--- config.mk ---
export PLATFORM = sky130hd
export DESIGN_NAME = exu_longp_wbck_sched
export DESIGN_NICKNAME = d
export VERILOG_FILES = /design/src/rtl/exu_longp_pkg.sv /design/src/rtl/exu_oitf_fifo.sv /design/src/rtl/exu_longp_wbck_sched.sv
export SDC_FILE = /design/constraint.sdc
export NUM_CORES = 1
export LEC_CHECK = 0
export CORE_MARGIN = 2
export CORE_UTILIZATION = 34
export CTS_BUF_LIST = sky130_fd_sc_hd__clkbuf_4
export CTS_CLUSTER_DIAMETER = 200
export DETAILED_ROUTE_END_ITERATION = 7
export DONT_BUFFER_PORTS = 1
export GPL_ROUTABILITY_DRIVEN = 0
export SLEW_MARGIN = 20
export SYNTH_ARGS = -nofsm -noshare
export SYNTH_HDL_FRONTEND = slang
export SYNTH_SLANG_ARGS = --single-unit
--- constraint.sdc ---
create_clock -name clk -period 2.6 [get_ports clk]
set_input_delay 0.78 -clock clk [delete_from_list [all_inputs] [get_ports clk]]
set_output_delay 0.78 -clock clk [all_outputs]
set_load 0.02 [all_outputs]
--- src/rtl/exu_longp_pkg.sv ---
// Shared types for the EXU long-pipe write-back scheduler: itag sizing,
// source-select encoding and the outstanding-entry record.
package exu_longp_pkg;

  localparam int DATA_W = 32;
  localparam int RIDX_W = 5;

  function automatic int itag_w(input int depth);
    return (depth > 1) ? $clog2(depth) : 1;
  endfunction

  typedef enum logic [1:0] {
    SEL_NONE,
    SEL_LSU,
    SEL_NICE
  } src_sel_e;

  typedef struct packed {
    logic              vld;
    logic              rdwen;
    logic [RIDX_W-1:0] rdidx;
  } oitf_entry_t;

endpackage

--- src/rtl/exu_oitf_fifo.sv ---
// Outstanding-instruction FIFO: pointer/flag state, per-entry rd record,
// full/empty and the RAW/WAW compare against every pending destination.
module exu_oitf_fifo
  import exu_longp_pkg::*;
#(
  parameter int DEPTH  = 2,
  parameter int ITAG_W = itag_w(DEPTH)
) (
  input  logic              clk,
  input  logic              rst,
  input  logic              push,
  input  logic              push_rdwen,
  input  logic [RIDX_W-1:0] push_rdidx,
  input  logic              pop,
  input  logic              rs1en,
  input  logic [RIDX_W-1:0] rs1idx,
  input  logic              rs2en,
  input  logic [RIDX_W-1:0] rs2idx,
  output logic              full,
  output logic              empty,
  output logic [ITAG_W-1:0] wr_itag,
  output logic [ITAG_W-1:0] rd_itag,
  output logic              head_rdwen,
  output logic [RIDX_W-1:0] head_rdidx,
  output logic              dep_raw,
  output logic              dep_waw
);

  // MSB of each pointer is the wrap flag; DEPTH is a power of two so the
  // natural carry out of the index bits toggles it.
  logic [ITAG_W:0]   wr_ptr;
  logic [ITAG_W:0]   rd_ptr;
  logic [ITAG_W-1:0] wr_idx;
  logic [ITAG_W-1:0] rd_idx;
  oitf_entry_t       ent [DEPTH];

  assign wr_idx  = wr_ptr[ITAG_W-1:0];
  assign rd_idx  = rd_ptr[ITAG_W-1:0];
  assign wr_itag = wr_idx;
  assign rd_itag = rd_idx;

  assign full  = (wr_idx == rd_idx) && (wr_ptr[ITAG_W] != rd_ptr[ITAG_W]);
  assign empty = (wr_ptr == rd_ptr);

  assign head_rdwen = ent[rd_idx].rdwen;
  assign head_rdidx = ent[rd_idx].rdidx;

  always_ff @(posedge clk) begin
    if (rst) begin
      wr_ptr <= '0;
      rd_ptr <= '0;
      for (int i = 0; i < DEPTH; i++) begin
        ent[i].vld <= 1'b0;
      end
    end else begin
      if (push) begin
        ent[wr_idx].vld   <= 1'b1;
        ent[wr_idx].rdwen <= push_rdwen;
        ent[wr_idx].rdidx <= push_rdidx;
        wr_ptr            <= wr_ptr + {{ITAG_W{1'b0}}, 1'b1};
      end
      if (pop) begin
        ent[rd_idx].vld <= 1'b0;
        rd_ptr          <= rd_ptr + {{ITAG_W{1'b0}}, 1'b1};
      end
    end
  end

  // x0 is deliberately compared like any other register.
  always_comb begin
    dep_raw = 1'b0;
    dep_waw = 1'b0;
    for (int i = 0; i < DEPTH; i++) begin
      if (ent[i].vld && ent[i].rdwen) begin
        if ((rs1en && (ent[i].rdidx == rs1idx)) ||
            (rs2en && (ent[i].rdidx == rs2idx))) begin
          dep_raw = 1'b1;
        end
        if (push_rdwen && (ent[i].rdidx == push_rdidx)) begin
          dep_waw = 1'b1;
        end
      end
    end
  end

endmodule

--- src/rtl/exu_longp_wbck_sched.sv ---
// Long-pipe write-back scheduler: in-order retire of LSU/NICE results and
// arbitration of the single regfile write port against the ALU.
module exu_longp_wbck_sched
  import exu_longp_pkg::*;
#(
  parameter int DEPTH  = 2,
  parameter int ITAG_W = itag_w(DEPTH)
) (
  input  logic              clk,
  input  logic              rst,
  input  logic              disp_valid,
  output logic              disp_ready,
  input  logic              disp_rdwen,
  input  logic [RIDX_W-1:0] disp_rdidx,
  output logic [ITAG_W-1:0] disp_itag,
  input  logic              disp_rs1en,
  input  logic              disp_rs2en,
  input  logic [RIDX_W-1:0] disp_rs1idx,
  input  logic [RIDX_W-1:0] disp_rs2idx,
  output logic              dep_raw,
  output logic              dep_waw,
  output logic              oitf_empty,
  input  logic              lsu_wbck_valid,
  output logic              lsu_wbck_ready,
  input  logic [DATA_W-1:0] lsu_wbck_wdat,
  input  logic [ITAG_W-1:0] lsu_wbck_itag,
  input  logic              lsu_wbck_err,
  input  logic              nice_wbck_valid,
  output logic              nice_wbck_ready,
  input  logic [DATA_W-1:0] nice_wbck_wdat,
  input  logic [ITAG_W-1:0] nice_wbck_itag,
  input  logic              nice_wbck_err,
  input  logic              alu_wbck_valid,
  output logic              alu_wbck_ready,
  input  logic [DATA_W-1:0] alu_wbck_wdat,
  input  logic [RIDX_W-1:0] alu_wbck_rdidx,
  output logic              rf_wen,
  input  logic              rf_ready,
  output logic [DATA_W-1:0] rf_wdat,
  output logic [RIDX_W-1:0] rf_rdidx,
  output logic              excp_valid,
  input  logic              excp_ready,
  output logic [ITAG_W-1:0] excp_itag
);

  logic              full;
  logic              empty;
  logic              disp_fire;
  logic              retire;
  logic [ITAG_W-1:0] head_itag;
  logic              head_rdwen;
  logic [RIDX_W-1:0] head_rdidx;
  src_sel_e          sel;
  logic              lp_act;
  logic [DATA_W-1:0] sel_wdat;
  logic              sel_err;

  // No same-cycle bypass: a retire does not free the slot for this dispatch.
  assign disp_ready = !full;
  assign disp_fire  = disp_valid && !full;
  assign oitf_empty = empty;
  assign excp_itag  = head_itag;

  exu_oitf_fifo #(
    .DEPTH  (DEPTH),
    .ITAG_W (ITAG_W)
  ) u_oitf (
    .clk        (clk),
    .rst        (rst),
    .push       (disp_fire),
    .push_rdwen (disp_rdwen),
    .push_rdidx (disp_rdidx),
    .pop        (retire),
    .rs1en      (disp_rs1en),
    .rs1idx     (disp_rs1idx),
    .rs2en      (disp_rs2en),
    .rs2idx     (disp_rs2idx),
    .full       (full),
    .empty      (empty),
    .wr_itag    (disp_itag),
    .rd_itag    (head_itag),
    .head_rdwen (head_rdwen),
    .head_rdidx (head_rdidx),
    .dep_raw    (dep_raw),
    .dep_waw    (dep_waw)
  );

  // Only a result tagged with the head may proceed; LSU wins a (illegal) tie.
  always_comb begin
    sel = SEL_NONE;
    if (!empty) begin
      if (lsu_wbck_valid && (lsu_wbck_itag == head_itag)) begin
        sel = SEL_LSU;
      end else if (nice_wbck_valid && (nice_wbck_itag == head_itag)) begin
        sel = SEL_NICE;
      end
    end
  end

  assign lp_act = (sel != SEL_NONE);

  always_comb begin
    sel_wdat = lsu_wbck_wdat;
    sel_err  = lsu_wbck_err;
    if (sel == SEL_NICE) begin
      sel_wdat = nice_wbck_wdat;
      sel_err  = nice_wbck_err;
    end
  end

  always_comb begin
    rf_wen         = 1'b0;
    rf_wdat        = alu_wbck_wdat;
    rf_rdidx       = alu_wbck_rdidx;
    excp_valid     = 1'b0;
    retire         = 1'b0;
    alu_wbck_ready = 1'b0;
    if (lp_act) begin
      excp_valid = sel_err;
      rf_wen     = !sel_err && head_rdwen;
      rf_wdat    = sel_wdat;
      rf_rdidx   = head_rdidx;
      if (sel_err) begin
        retire = excp_ready;
      end else if (head_rdwen) begin
        retire = rf_ready;
      end else begin
        retire = 1'b1;
      end
    end else begin
      rf_wen         = alu_wbck_valid;
      alu_wbck_ready = rf_ready;
    end
    // Requests pending across a reset must not see a handshake.
    if (rst) begin
      rf_wen         = 1'b0;
      excp_valid     = 1'b0;
      retire         = 1'b0;
      alu_wbck_ready = 1'b0;
    end
  end

  assign lsu_wbck_ready  = retire && (sel == SEL_LSU);
  assign nice_wbck_ready = retire && (sel == SEL_NICE);

endmodule

=== Word level (Yosys, flattened, before mapping) ===
Memory sizes are Yosys's and may differ from the RTL's. A register that Yosys moved wholly into a read port is not among the register bits.
Cells that the tools add are included.

* Register bits: 4
* RAM bits: 14
* Output and inout bits: 48
* Logic and storage cells: 81
* Memories: 1

{| class="wikitable"
|+ Memories
! name !! depth !! bits a word !! read ports !! clocked after Yosys merged registers in !! wr ports !! line !! text
|-
| u_oitf.ent || 2 || 7 || 3 || 1 || 2 || exu_oitf_fifo.sv:35 || <nowiki>oitf_entry_t ent [DEPTH];</nowiki>
|}

* Add/subtract/negate cells: 2
* Eq/ne operators: 13
* Mux-type cells: 41
* Reduce and logical (&&, ||, !) cells: 22

{| class="wikitable"
|+ Operators with widths
! cell !! count
|-
| 32-bit 2-to-1 mux || 2
|-
| 1-bit 2-to-1 mux || 31
|-
| 5-bit equality test || 6
|-
| 1-bit logical AND || 15
|-
| 7-bit 2-to-1 mux || 2
|-
| 7-bit OR reduction || 2
|-
| 2-bit 2-to-1 mux || 5
|-
| 5-bit 2-to-1 mux || 1
|-
| 2-bit by 1-bit adder with 2-bit output (second input constant) || 2
|-
| 1-bit equality test || 3
|-
| 2-bit by 1-bit equality test with 1-bit output (second input constant) || 1
|-
| 2-bit equality test || 1
|-
| 2-bit equality test (second input constant) || 1
|-
| 1-bit logical NOT || 2
|-
| 1-bit logical OR || 2
|-
| 2-bit nonzero test || 1
|-
| 1-bit != test || 1
|}

=== Logic depth before layout (Yosys ltp) ===
Gate-level depths: netlist of run 1.

* Depth in word-level cells: 15
* Mapped depth: 8

=== Modules after synthesis ===
From an unflattened synthesis of run 1, not the netlist that was laid out.

* Cell total of the unflattened synthesis: 242
* Area, all modules: 1,956.9 µm²

{| class="wikitable"
|+ By module, submodules not included
! module !! times used !! cells each !! area an instance (µm²) !! sequential area each (µm²)
|-
| exu_oitf_fifo || 1 || 98 || 1,077.3 || 500.5
|-
| exu_longp_wbck_sched || 1 || 144 || 879.6 || 0.0
|}

=== Least setup slack after synthesis of run 1 ===
Ideal clock, no wire load.

* Path kind: input -> output
* Start point: input nice_wbck_itag
* End point: output rf_wdat[10]
* Arrival: 1,927 ps
* Setup slack: -107 ps
* Cell stages on the path: 7
* Cells stage by stage: a21boi_0 a22o_1 and3_1 buf_2 buf_2 a22oi_1 nand2_1

* Word-level cells in the longest chain between the ends: 8
* Elaborated cells on any way between the ends: 9

{| class="wikitable"
|+ RTL lines
! element !! line !! text
|-
| start: declaration || exu_longp_wbck_sched.sv:31 || <nowiki>input logic [ITAG_W-1:0] nice_wbck_itag,</nowiki>
|-
| 1-bit equality test * || exu_longp_wbck_sched.sv:94 || <nowiki>end else if (nice_wbck_valid && (nice_wbck_itag == head_itag)) begin</nowiki>
|-
| 1-bit logical AND * || exu_longp_wbck_sched.sv:94 ||
|-
| 2-bit 2-to-1 mux * || exu_longp_wbck_sched.sv:94 ||
|-
| 2-bit 2-to-1 mux * || exu_longp_wbck_sched.sv:92 || <nowiki>if (lsu_wbck_valid && (lsu_wbck_itag == head_itag)) begin</nowiki>
|-
| 2-bit 2-to-1 mux * || exu_longp_wbck_sched.sv:91 || <nowiki>if (!empty) begin</nowiki>
|-
| 2-bit equality test || exu_longp_wbck_sched.sv:105 || <nowiki>if (sel == SEL_NICE) begin</nowiki>
|-
| 32-bit 2-to-1 mux || exu_longp_wbck_sched.sv:105 ||
|-
| 32-bit 2-to-1 mux * || exu_longp_wbck_sched.sv:118 || <nowiki>if (lp_act) begin</nowiki>
|-
| end: declaration || exu_longp_wbck_sched.sv:39 || <nowiki>output logic [DATA_W-1:0] rf_wdat,</nowiki>
|}

Mark *: on every way between the ends. The rest lies on a longest branch, timed or not.

=== Worst setup path in the final report of run 1 ===
* Start point: input nice_wbck_itag
* End point: output rf_wdat[23]

The elaborated chain is that of the path after synthesis.

==> results.txt, run 1 <==
The synthesized design spends more area on one cell type than any other, namely sky130_fd_sc_hd__edfxtp_1. STA classifies the critical path endpoint as an output pin. The pin count of the biggest net entering global routing is 34. The run finished, with violations left. In this design, the largest share of critical-path delay is due to compound AO/OA/AOI/OAI gates. After synthesis the cells add up to 1923 um^2. The number of placed instances with taps included came out at 325.

The final worst-path cycle share came out at 104.2%. The maximum resistive drop on vdd came out at 0.2683 mV. Once layout is complete, the cells apart from fillers number 348. The number of nets produced by synthesis came out at 378. The total internal power came out at 763.8 uW. The setup violation total in the final timing report is 39. The synthesized netlist contains 40 unique library cells. The number of global-route vias before repair was 1833. In this design, the stage delay of the slowest critical-path cell is 250 ps. The count of filler cells inserted in the layout is 468. The data arrival time of the critical path is 1930 ps. The number of enable flip-flop cells after synthesis came out at 12. The most common cell after layout, fill and taps aside is sky130_fd_sc_hd__nand2_4. The path class of the tightest hold or removal check is register to register. The initialized floorplan defines 27 standard-cell rows. The H-tree level count is 1. Using the TritonRoute via totals, the vias-per-cell ratio works out to 5.833. The post-detailed-route DRC marker count is 0. For the finished layout, the period the worst path requires is 2709 ps. The total area of multi-input combinational cells came out at 1987 um^2. The synthesized-area fraction occupied by ao, oa, aoi and oai cells is 22.97%. The synthesis warning total came out at 0.

The count of boundary I/O pins came out at 179. The slowest stage of the critical path belongs to the cell sky130_fd_sc_hd__a22o_1. The synthesized netlist devotes 23.55% of its cell area to simple gates.

The power share of the clock group is 10.4%. The overall routing resource usage came out at 19.62%. For the final database, setup skew stands at 4.179 ps. The fraction of layout instances using a drive strength above 1 came out at 59.78%.

The total count of max-transition violations in the final report is 0. The starting density of the core came out at 35.14%. Port buffering added 0 buffers. The global-route congestion overflow total came out at 0. The post-synthesis instance total came out at 247. Sequential elements use 26.02% of the synthesized area. In this run the power density over the cells is 443.1 nW/um^2. The first global-routing pass estimated 9.466 mm of wire. The signal on the critical path passes through a21boi_4 -> a22o_1 -> a31oi_4 -> buf_6 -> clkbuf_16 -> nand2_1 -> nand2_2.

0 antenna diodes ended up in the layout. The wire length per cell after detailed routing is 22.10 um. The startpoint type of the worst setup path is a primary input. The flip-flop and latch count after synthesis is 19. The fraction of synthesized cell area taken by the top area cell type came out at 18.74%. The number of failing hold endpoints at the final stage is 0. The switching power summed over all nets came out at 627.3 uW.

The final reports fail on setup timing. The clock latency of the later-clocked register in the worst-skew pair came out at 290 ps. Yosys attributes the largest share of cell area to sky130_fd_sc_hd__edfxtp_1 19%, sky130_fd_sc_hd__nand2_1 15%, sky130_fd_sc_hd__a22oi_1 12%. In this run the worst path has a maximum fanout of 8. The critical path start-end classification is primary input to output pin. The number of clock sinks seen by CTS is 19. The worst-case setup margin in the final layout is -109.3 ps. After Yosys synthesis, XOR and XNOR cells account for 16.40% of the synthesized area. The maximum frequency from static timing analysis is 369.1 MHz. Setup repair after global routing could not meet its margin everywhere. The initial antenna violation count is 0. The average footprint of a synthesized cell is 7.786 um^2. The proportion of power drawn by combinational gates came out at 63.6%. The area growth from synthesis to layout is 63.24%. The total detailed-routing wirelength is 7.690 mm. The area of all sequential standard cells came out at 511.7 um^2. The master cell of the clock root buffer is sky130_fd_sc_hd__clkbuf_4. The required time of the critical path came out at 1820 ps. The synthesized-area fraction occupied by adder cells is 0%. The share of the core filled with cells is 57.36%. In this run the static leakage power is 1.183 nW. The share of synthesized area spent on multiplexers came out at 3.904%. The register share of total power is 26.0%. In this run, CTS created clock tree buffers numbering 3. Of the total power, the share spent switching nets is 45.09%. The floorplan step defined a die boundary enclosing 6273 um^2. The pre-CTS setup slack is -132.8 ps. The core box area is 5473 um^2. The number of buffers between clock root and the deepest sink came out at 2.

From left edge to right edge, the die measures 79.21 um. Detailed placement finished with a half-perimeter wire length of 5.178 mm. TritonCTS built the clock tree. The dominant combinational cell family by area after synthesis is simple AND/OR/NAND/NOR gates. The slew at the pin closest to its max-slew limit came out at 500.6 ps. In the layout the commonest cells are 57 x sky130_fd_sc_hd__nand2_4, 32 x sky130_fd_sc_hd__a22oi_2, 24 x sky130_fd_sc_hd__buf_4, 18 x sky130_fd_sc_hd__xor2_1, 14 x sky130_fd_sc_hd__xnor2_1.

The detailed-routing iteration count for the pre-antenna-repair pass is 4. In the synthesized netlist the dominant register cell turns out to be sky130_fd_sc_hd__edfxtp_1. The clock-pin slew reported for the worst setup and hold paths after clock tree synthesis is 100 ps. The via total after detailed routing is 2030. Measured along the y axis, the die boundary spans 79.21 um. The post-synthesis async set-or-reset flop share is 0%. The final-stage net count is 408. Measured against its own limit, the worst slew margin works out to 66.50%. The max-cap violation count came out at 0. The total negative setup slack is -2225 ps. The critical path contains buffers and inverters numbering 2 combined.

The number of antenna-violating nets in the routed design is 0. The violation count after the first detailed-routing iteration is 51.
-- worst min-delay path, stage by stage, from the launching register on --
cell	delay, ps
sky130_fd_sc_hd__dfxtp_1	320
sky130_fd_sc_hd__inv_1	50
sky130_fd_sc_hd__a221oi_1	60
-- cell usage after synthesis (all sizes together), types with 2 or more instances --
cell,instances
nand2,77
a22oi,32
xor2,20
xnor2,16
buf,14
edfxtp,12
nor2,8
dfxtp,7
inv,7
o21ai,7
mux2i,6
and3,5
nor4,4
a21oi,3
a31oi,3
nor3,3
a22o,2
nand2b,2
nand3,2
nand4,2
nor3b,2
o211ai,2
-- power by group through the flow --
| stage | clock network, mW | registers (mW) | logic (mW) |
|---|---|---|---|
| final | 0.145 | 0.362 | 0.884 |
| after global routing | 0.170 | 0.365 | 0.925 |
| after CTS | 0.152 | 0.361 | 0.714 |
| after global placement | 0 | 0.367 | 0.608 |
| after floorplan | 0 | 0.364 | 0.511 |
| after detailed placement | 0 | 0.368 | 0.614 |
-- final timing paths --
check                                startpoint                            end  depth (start not counted)  slack, ps
setup / recovery                 nice_wbck_itag                    rf_wdat[23]                          7       -110
hold / removal    u_oitf.ent[0][6]$_SDFFE_PP0P_  u_oitf.ent[0][6]$_SDFFE_PP0P_                          2        470
setup reg to reg  u_oitf.rd_ptr[1]$_SDFFE_PP0P_  u_oitf.rd_ptr[1]$_SDFFE_PP0P_                          9        610
hold reg to reg   u_oitf.ent[0][6]$_SDFFE_PP0P_  u_oitf.ent[0][6]$_SDFFE_PP0P_                          2        470
-- per-stage QoR --
step	hold WS (ps)	area [um^2]	power, mW
6_report	472.2	3139	1.391
5_1_grt	513.0	3139	1.460
4_1_cts	478.3	2656	1.227
3_5_place_dp	464.2	2354	0.9814
3_3_place_gp	458.7	2354	0.9748
2_1_floorplan	446.1	2170	0.8752
-- flip-flops by register name, indices dropped and copies added, names as in the netlist, named ones only --
name,count
u_oitf.ent,14
u_oitf.wr_ptr,2
u_oitf.rd_ptr,2
-- cells by family (layout without fill, tap and decap cells) --
family | Yosys count | after routing
compound gates | 56 | 56
xor+xnor | 36 | 36
buf+inv | 22 | 51
flops | 19 | 19
mux | 7 | 7
simple gates | 107 | 107
-- area by class of cell --
class	count	area share, %
Timing Repair Buffer	40	15.82
Multi-Input combinational cell	206	63.29
Clock buffer	3	0.7174
Inverter	7	0.8370
Clock inverter	1	0.1594
Tap cell	72	2.870
Sequential cell	19	16.30
-- per-layer routing --
metal,track usage (%),wire length (um),vias to the layer above
met4,6.207,220,0
met3,4.886,615,19
li1,-,-,933
met1,22.94,2784,994
met2,35.00,4069,84
met5,0,0,-
-- repair_timing --
item,in CTS,in global routing
cloned,3,4
setup endpoints to repair,42,43
pin swaps,16,47
hold buffers,0,0
buffers inserted,11,2
resized for setup,42,87
Power figures use the tool's default switching activity.
==> run 2: changes to the inputs <==
--- a/config.mk
+++ b/config.mk
@@ -12,6 +12,7 @@
 export DETAILED_ROUTE_END_ITERATION = 7
 export DONT_BUFFER_PORTS = 1
 export GPL_ROUTABILITY_DRIVEN = 0
+export SETUP_SLACK_MARGIN = 0.2
 export SLEW_MARGIN = 20
 export SYNTH_ARGS = -nofsm -noshare
 export SYNTH_HDL_FRONTEND = slang
==> results.txt, run 2 (synthesis results as in run 1) <==
The violation count after the first detailed-routing iteration came out at 38 (-25%). The largest registers in the layout are u_oitf.ent (14), u_oitf.rd_ptr (2), u_oitf.wr_ptr (2). The final worst-path cycle share is 102.9% (-1.3 points). The wire length per cell after detailed routing came out at 20.19 um (-8.6%). The count of boundary I/O pins is 179 (unchanged). TritonCTS built the clock tree.

The proportion of power drawn by combinational gates came out at 59.2% (-4.4 points). The number of non-filler instances in the completed layout came out at 340 (-2.3%). Setup repair after global routing could not meet its margin everywhere. The number of clock sinks seen by CTS came out at 19 (unchanged). The number of flip-flops in the largest register is 14 (unchanged). The number of buffers between clock root and the deepest sink came to 2 (unchanged). The worst-case setup margin in the final layout came out at -76.17 ps (+33.12 ps). The count of inserted antenna diode cells came to 0 (unchanged). The number of hold buffers added after cts is 0 (unchanged).

The starting density of the core is 35.14% (unchanged). The overall routing resource usage was 17.55% (-2.1 points). The number of placed instances with taps included came to 319 (-1.8%). The clock-pin slew reported for the worst setup and hold paths after clock tree synthesis came to 100 ps (about the same). The post-detailed-route DRC marker count is 0 (unchanged). In this run the worst hold path is classified as register to register. The number of vias per cell after detailed routing came to 5.679 (-2.6%). The startpoint type of the worst setup path is a primary input. The top cell types in the final layout, fill and taps aside, are 37 x sky130_fd_sc_hd__nand2_1, 32 x sky130_fd_sc_hd__a22oi_2, 28 x sky130_fd_sc_hd__nand2_2, 18 x sky130_fd_sc_hd__xor2_1, 17 x sky130_fd_sc_hd__buf_4.

The total internal power came out at 710.0 uW (-7.1%). The cell row count came out at 27 (unchanged). The endpoint of the worst hold path is u_oitf.ent[0][6]$_SDFFE_PP0P_.

The flow ran to the end, but the final reports show violations. The root buffer cell chosen for the clock tree is sky130_fd_sc_hd__clkbuf_4. The detailed-routing iteration count for the pre-antenna-repair pass was 4 (unchanged). The via total after detailed routing is 1931 (-4.9%). The total count of max-transition violations in the final report is 0 (unchanged). The number of global-route vias before repair is 1758 (-4.1%). The count of filler cells inserted in the layout came out at 523 (+12%). The power share of the clock group is 12.0% (+1.6 points). The register share of total power came to 28.8% (+2.8 points).

The die span in x was 79.21 um (unchanged). The detailed-placement wirelength estimate is 5.041 mm (-2.6%). The max-cap violation count is 0 (unchanged).

The pin count of the biggest net entering global routing came out at 43 (+26%). The area growth from synthesis to layout is 45.22%. The port buffer count came to 0 (unchanged).

The global-route congestion overflow total is 0 (unchanged). The number of antenna-violating nets in the routed design came out at 0 (unchanged). The worst hold margin is 465.4 ps (-6.835 ps). The fraction of layout instances using a drive strength above 1 is 50.75% (-9.0 points). The switching power summed over all nets is 551.6 uW (-12%). The cell area power density came out at 451.7 nW/um^2 (+1.9%). The global-route wire length before repair is 8.673 mm (-8.4%). The time the worst path needs with I/O delays and setup is 2676 ps (-33.12 ps). The worst-case reg-to-reg path depth is 9 (unchanged). The beginning of the worst register-to-register path is u_oitf.rd_ptr[0]$_SDFFE_PP0P_. The core box area is 5473 um^2 (unchanged). The setup violation total in the final timing report is 37 (-5.1%). The initial antenna violation count is 0 (unchanged). The maximum frequency from static timing analysis is 373.7 MHz (+1.2%). The final-stage net count is 400 (-2.0%). The leakage power figure came out at 1.074 nW (-9.2%). The total detailed-routing wirelength came out at 6.864 mm (-11%).

The endpoint identified for the worst register-to-register timing path is u_oitf.rd_ptr[1]$_SDFFE_PP0P_. The reg2reg setup slack is 660 ps (+50 ps). The data arrival time of the critical path is 1900 ps (-30 ps). The relative slew slack is 64.85% (-1.6 points). The required time of the critical path came out at 1820 ps (about the same). The checks that failed: setup timing. The die area came out at 6273 um^2 (unchanged). The register with the most flip-flops in the final layout is u_oitf.ent. The final worst clock skew is 7.792 ps (+3.613 ps). The worst setup path is captured at an output pin. The clock latency of the later-clocked register in the worst-skew pair came out at 290 ps (about the same). The number of buffers created by CTS is 3 (unchanged). The hold path depth was 2 (unchanged).

The maximum resistive drop on vdd is 0.2800 mV (+4.4%). The power consumption came out at 1.262 mW (-9.3%). The highest fanout seen on the critical path came out at 5 (-3).

The library cell used most frequently in the layout, excluding fill and tap cells, is sky130_fd_sc_hd__nand2_1. The number of failing hold endpoints at the final stage is 0 (unchanged). The critical path start-end classification is primary input to output pin. The switching portion of total power came to 43.72% (-1.4 points). The slew at the pin closest to its max-slew limit came out at 525.2 ps (+24.60 ps). The H-tree level count is 1 (unchanged). The die span in y is 79.21 um (unchanged).

The startpoint of the most critical hold path is u_oitf.ent[0][6]$_SDFFE_PP0P_.
run 2: cell count changes in the layout (fill, tap and decap cells not counted), sizes merged:
cell,previous run,this run
clkinv,1,0
buf,37,28
clkbuf,6,8
run 2: power groups by stage:
stage | clock [mW] | sequential, mW | combinational [mW]
2_1_floorplan | 0 | 0.364 | 0.532
3_3_place_gp | 0 | 0.367 | 0.598
3_5_place_dp | 0 | 0.367 | 0.605
4_1_cts | 0.159 | 0.362 | 0.639
5_1_grt | 0.171 | 0.367 | 0.787
6_report | 0.151 | 0.363 | 0.747
run 2: area by class of cell:
class                           count  area, um^2  share of cell area (%)
Clock buffer                        4       30.03                   1.075
Inverter                            7       26.28                  0.9409
Multi-Input combinational cell    206        1727                   61.83
Sequential cell                    19       513.0                   18.37
Tap cell                           72       90.09                   3.226
Timing Repair Buffer               32       406.6                   14.56
run 2: per-stage QoR:
| stage | TNS [ps] | util (%) | cell area (um^2) | setup slack [ps] |
|---|---|---|---|---|
| 6_report | -1837 | 51.03 | 2793 | -76.17 |
| 2_1_floorplan | -394.3 | - | 2231 | -32.66 |
| 5_1_grt | -3759 | 51.03 | 2793 | -126.1 |
| 3_3_place_gp | -925.0 | 42.80 | 2342 | -92.04 |
| 4_1_cts | -1210 | 46.11 | 2524 | -55.11 |
| 3_5_place_dp | -1367 | 42.80 | 2342 | -117.8 |
run 2: worst max-delay path, cell delays in order:
cell and delay, ps:
sky130_fd_sc_hd__a21boi_1 110, sky130_fd_sc_hd__a22o_1 260, sky130_fd_sc_hd__a31oi_4 230, sky130_fd_sc_hd__buf_12 170
sky130_fd_sc_hd__buf_6 90, sky130_fd_sc_hd__a32o_2 260
run 2: repair_timing:
item / CTS / global route
resized for setup: 22 / 22
pin swaps: 11 / 23
setup endpoints to repair: 42 / 44
buffers inserted: 5 / 5
gates cloned: 1 / 6
run 2: worst max-delay path by stage:
stage,endpoint,start,slack (ps),depth (start not counted)
CTS,rf_wdat[0],nice_wbck_itag,-60,6
global route,rf_wdat[26],u_oitf.wr_ptr[0]$_SDFFE_PP0N_,-130,7
floorplan,rf_wen,nice_wbck_itag,-30,6
finish,rf_wen,nice_wbck_itag,-80,6
global placement,rf_wdat[31],nice_wbck_itag,-90,6
detailed placement,rf_wdat[31],nice_wbck_itag,-120,6
run 2: layer usage:
layer | global-route usage (%) | vias to the layer above | wire length [um]
met3 | 6.591 | 9 | 617
met2 | 34.83 | 82 | 3776
met1 | 16.75 | 926 | 2377
li1 | - | 914 | -
met4 | 4.310 | 0 | 93
met5 | 0 | - | 0
==> variant, RTL diff (flow settings as in run 1) <==
Make the reset (`rst`) asynchronous in one clocked block.
--- a/src/rtl/exu_oitf_fifo.sv
+++ b/src/rtl/exu_oitf_fifo.sv
@@ -45,7 +45,7 @@
   assign head_rdwen = ent[rd_idx].rdwen;
   assign head_rdidx = ent[rd_idx].rdidx;
 
-  always_ff @(posedge clk) begin
+  always_ff @(posedge clk or posedge rst) begin
     if (rst) begin
       wr_ptr <= '0;
       rd_ptr <= '0;
Function: differs if rst is asserted again (counterexample within 4 cycles, from zero or initial values and one cycle with rst high); with rst held inactive, the same outputs for 4 cycles.
==> variant against run 1 <==
The run still ends with setup timing left; highest routed layer unchanged; global-route usage grew 2.0 points; synthesized area decreased by 9.3%; wire length down 10%; design area shrank 6.3%; clock skew is 0.00094 ns higher; sequential share of layout area grew 1.1 points; non-clock buffer count rose by 13; first-iteration DRC count fell by 41%; setup slack lost 0.39 ns; core utilization rose by 0.95 points; sequential cell count fell by 1.
Power is left out: it rests on default switching activity, and per cell area and clock period it moved more than threefold.
==> variant: results (changes against run 1) <==
Finished Cell Area 2940 um^2 (-6.3%); DR iter-0 viols 30 (-41%); ratio of cells with drive above 1 in the final layout 0.549 (-0.0491); number of fillers in the final layout 452 (-3.4%); post-synthesis xor/xnor area fraction 0.180 (+0.0161); period utilisation layout 1.19 (+0.150); largest net degree at the start of global routing 17 (-50%); area post-placement 2440 um^2 (+3.7%); Worst-path clk slew 0.10 ns (about the same); Synth Net Count 364 (-3.7%); top cells by count, synth nor2_1 (71), o22ai_1 (34), xor2_1 (20), xnor2_1 (14); fin nets 409 (+0.25%); post-synthesis mux area share 0.0344 (-0.00460); ys async rst share 0.333 (+0.333); Final Skew 0.00512 ns (+0.000942 ns); Mean Syn Cell Area 7.49 um^2 (-3.9%); top_reg_cell synth edfxtp_1; DR vias 1964 (-3.3%); total negative slack -14.21 ns (-11.99 ns); library cells used by synthesis 35 (-13%); hold crit path type in2async; max cap viols 0 (unchanged); Place WS -0.372 ns (-0.239 ns); status finished with violations; R2R Setup Slk 0.30 ns (-0.31 ns); reg-to-reg startpoint u_oitf.rd_ptr[0]$_DFFE_PP0P_; vias in the first global route 1880 (+2.6%); global-route wire length before repair 9180 um (-3.1%); sequential area share after synthesis 0.293 (+0.0324); Top Family by Delay on Critical Path simple AND/OR/NAND/NOR gates; Via density 5.66 (-3.0%); Setup-failing EPs final 42 (+7.7%); Worst R2R Path Depth 7 (-2); hpwl dp 5090 um (-1.6%); slew margin rel. 0.641 (-0.0242); complex-gate fraction of the synthesized area 0.204 (-0.0259); Slowest-stage cell, CP dfrtp_2; GRT Overall Usage 0.216 (+0.0196); Synth area leaders edfxtp_1 (21%), nor2_1 (15%), o22ai_1 (12%), xor2_1 (10%), dfrtp_1 (8.6%); slowest stage delay, CP 0.54 ns (+0.29 ns); worst r2r dst u_oitf.ent[13]$_DFF_PP0_; Worst EP arrival 2.32 ns (+0.39 ns); Critical Path Fanout Max 5 (-3); failing checks setup timing; Hold WS 0.354 ns (-0.119 ns); EDFF count, synth 12 (unchanged); final worst slack -0.499 ns (-0.390 ns)
[variant: cell types whose count changed in the layout (fill, tap and decap cells not counted), moves of 6 or more]
cell     delta
a22oi_2    -31
buf_4      +14
nand2_1     -6
nand2_2     -6
nand2_4    -56
nor2_1     +21
nor2_2     +25
nor2_4     +17
o22ai_1     +6
o22ai_2    +18
o22ai_4     +9
[variant: final cells by class]
type | instances | share of cell area
clock buffers | 3 | 0.00766
flip-flops and latches | 18 | 0.174
inverters | 6 | 0.00766
multi-input cells | 196 | 0.593
clock inverters | 1 | 0.00128
well taps | 70 | 0.0298
repair buffers | 53 | 0.186
[variant: repair_timing]
item,4_1_cts,5_1_grt
gates cloned,5,1
setup endpoints to repair,43,44
pin swaps,18,17
resized for setup,38,29
buffers inserted,13,5
[variant: worst max path at each step]
stage,cells past startpoint,slack [ns],endpoint,from
detailed placement,6,-0.37,nice_wbck_ready,lsu_wbck_itag
global placement,6,-0.35,nice_wbck_ready,lsu_wbck_itag
CTS,6,-0.48,nice_wbck_ready,u_oitf.rd_ptr[0]$_DFFE_PP0P_
finish,6,-0.50,nice_wbck_ready,u_oitf.rd_ptr[0]$_DFFE_PP0P_
global route,6,-0.59,lsu_wbck_ready,u_oitf.rd_ptr[0]$_DFFE_PP0P_
floorplan,6,-0.35,nice_wbck_ready,lsu_wbck_itag
[variant: layer usage]
metal	track usage	up-vias	share of wire
met1	0.245	954	0.36
met4	0.0409	0	0.0078
met2	0.414	88	0.56
li1	-	916	-
met3	0.0463	6	0.074
met5	0	-	0
[variant: cell families (layout without fill, tap and decap cells)]
kind of cell              Yosys count  after routing
AOI/OAI and AO/OA                  54             54
xor gates and xnor gates           35             35
buffers and inverters              19             63
and+or+nand+nor                   101            101
muxes                               6              6
DFF                                18             18
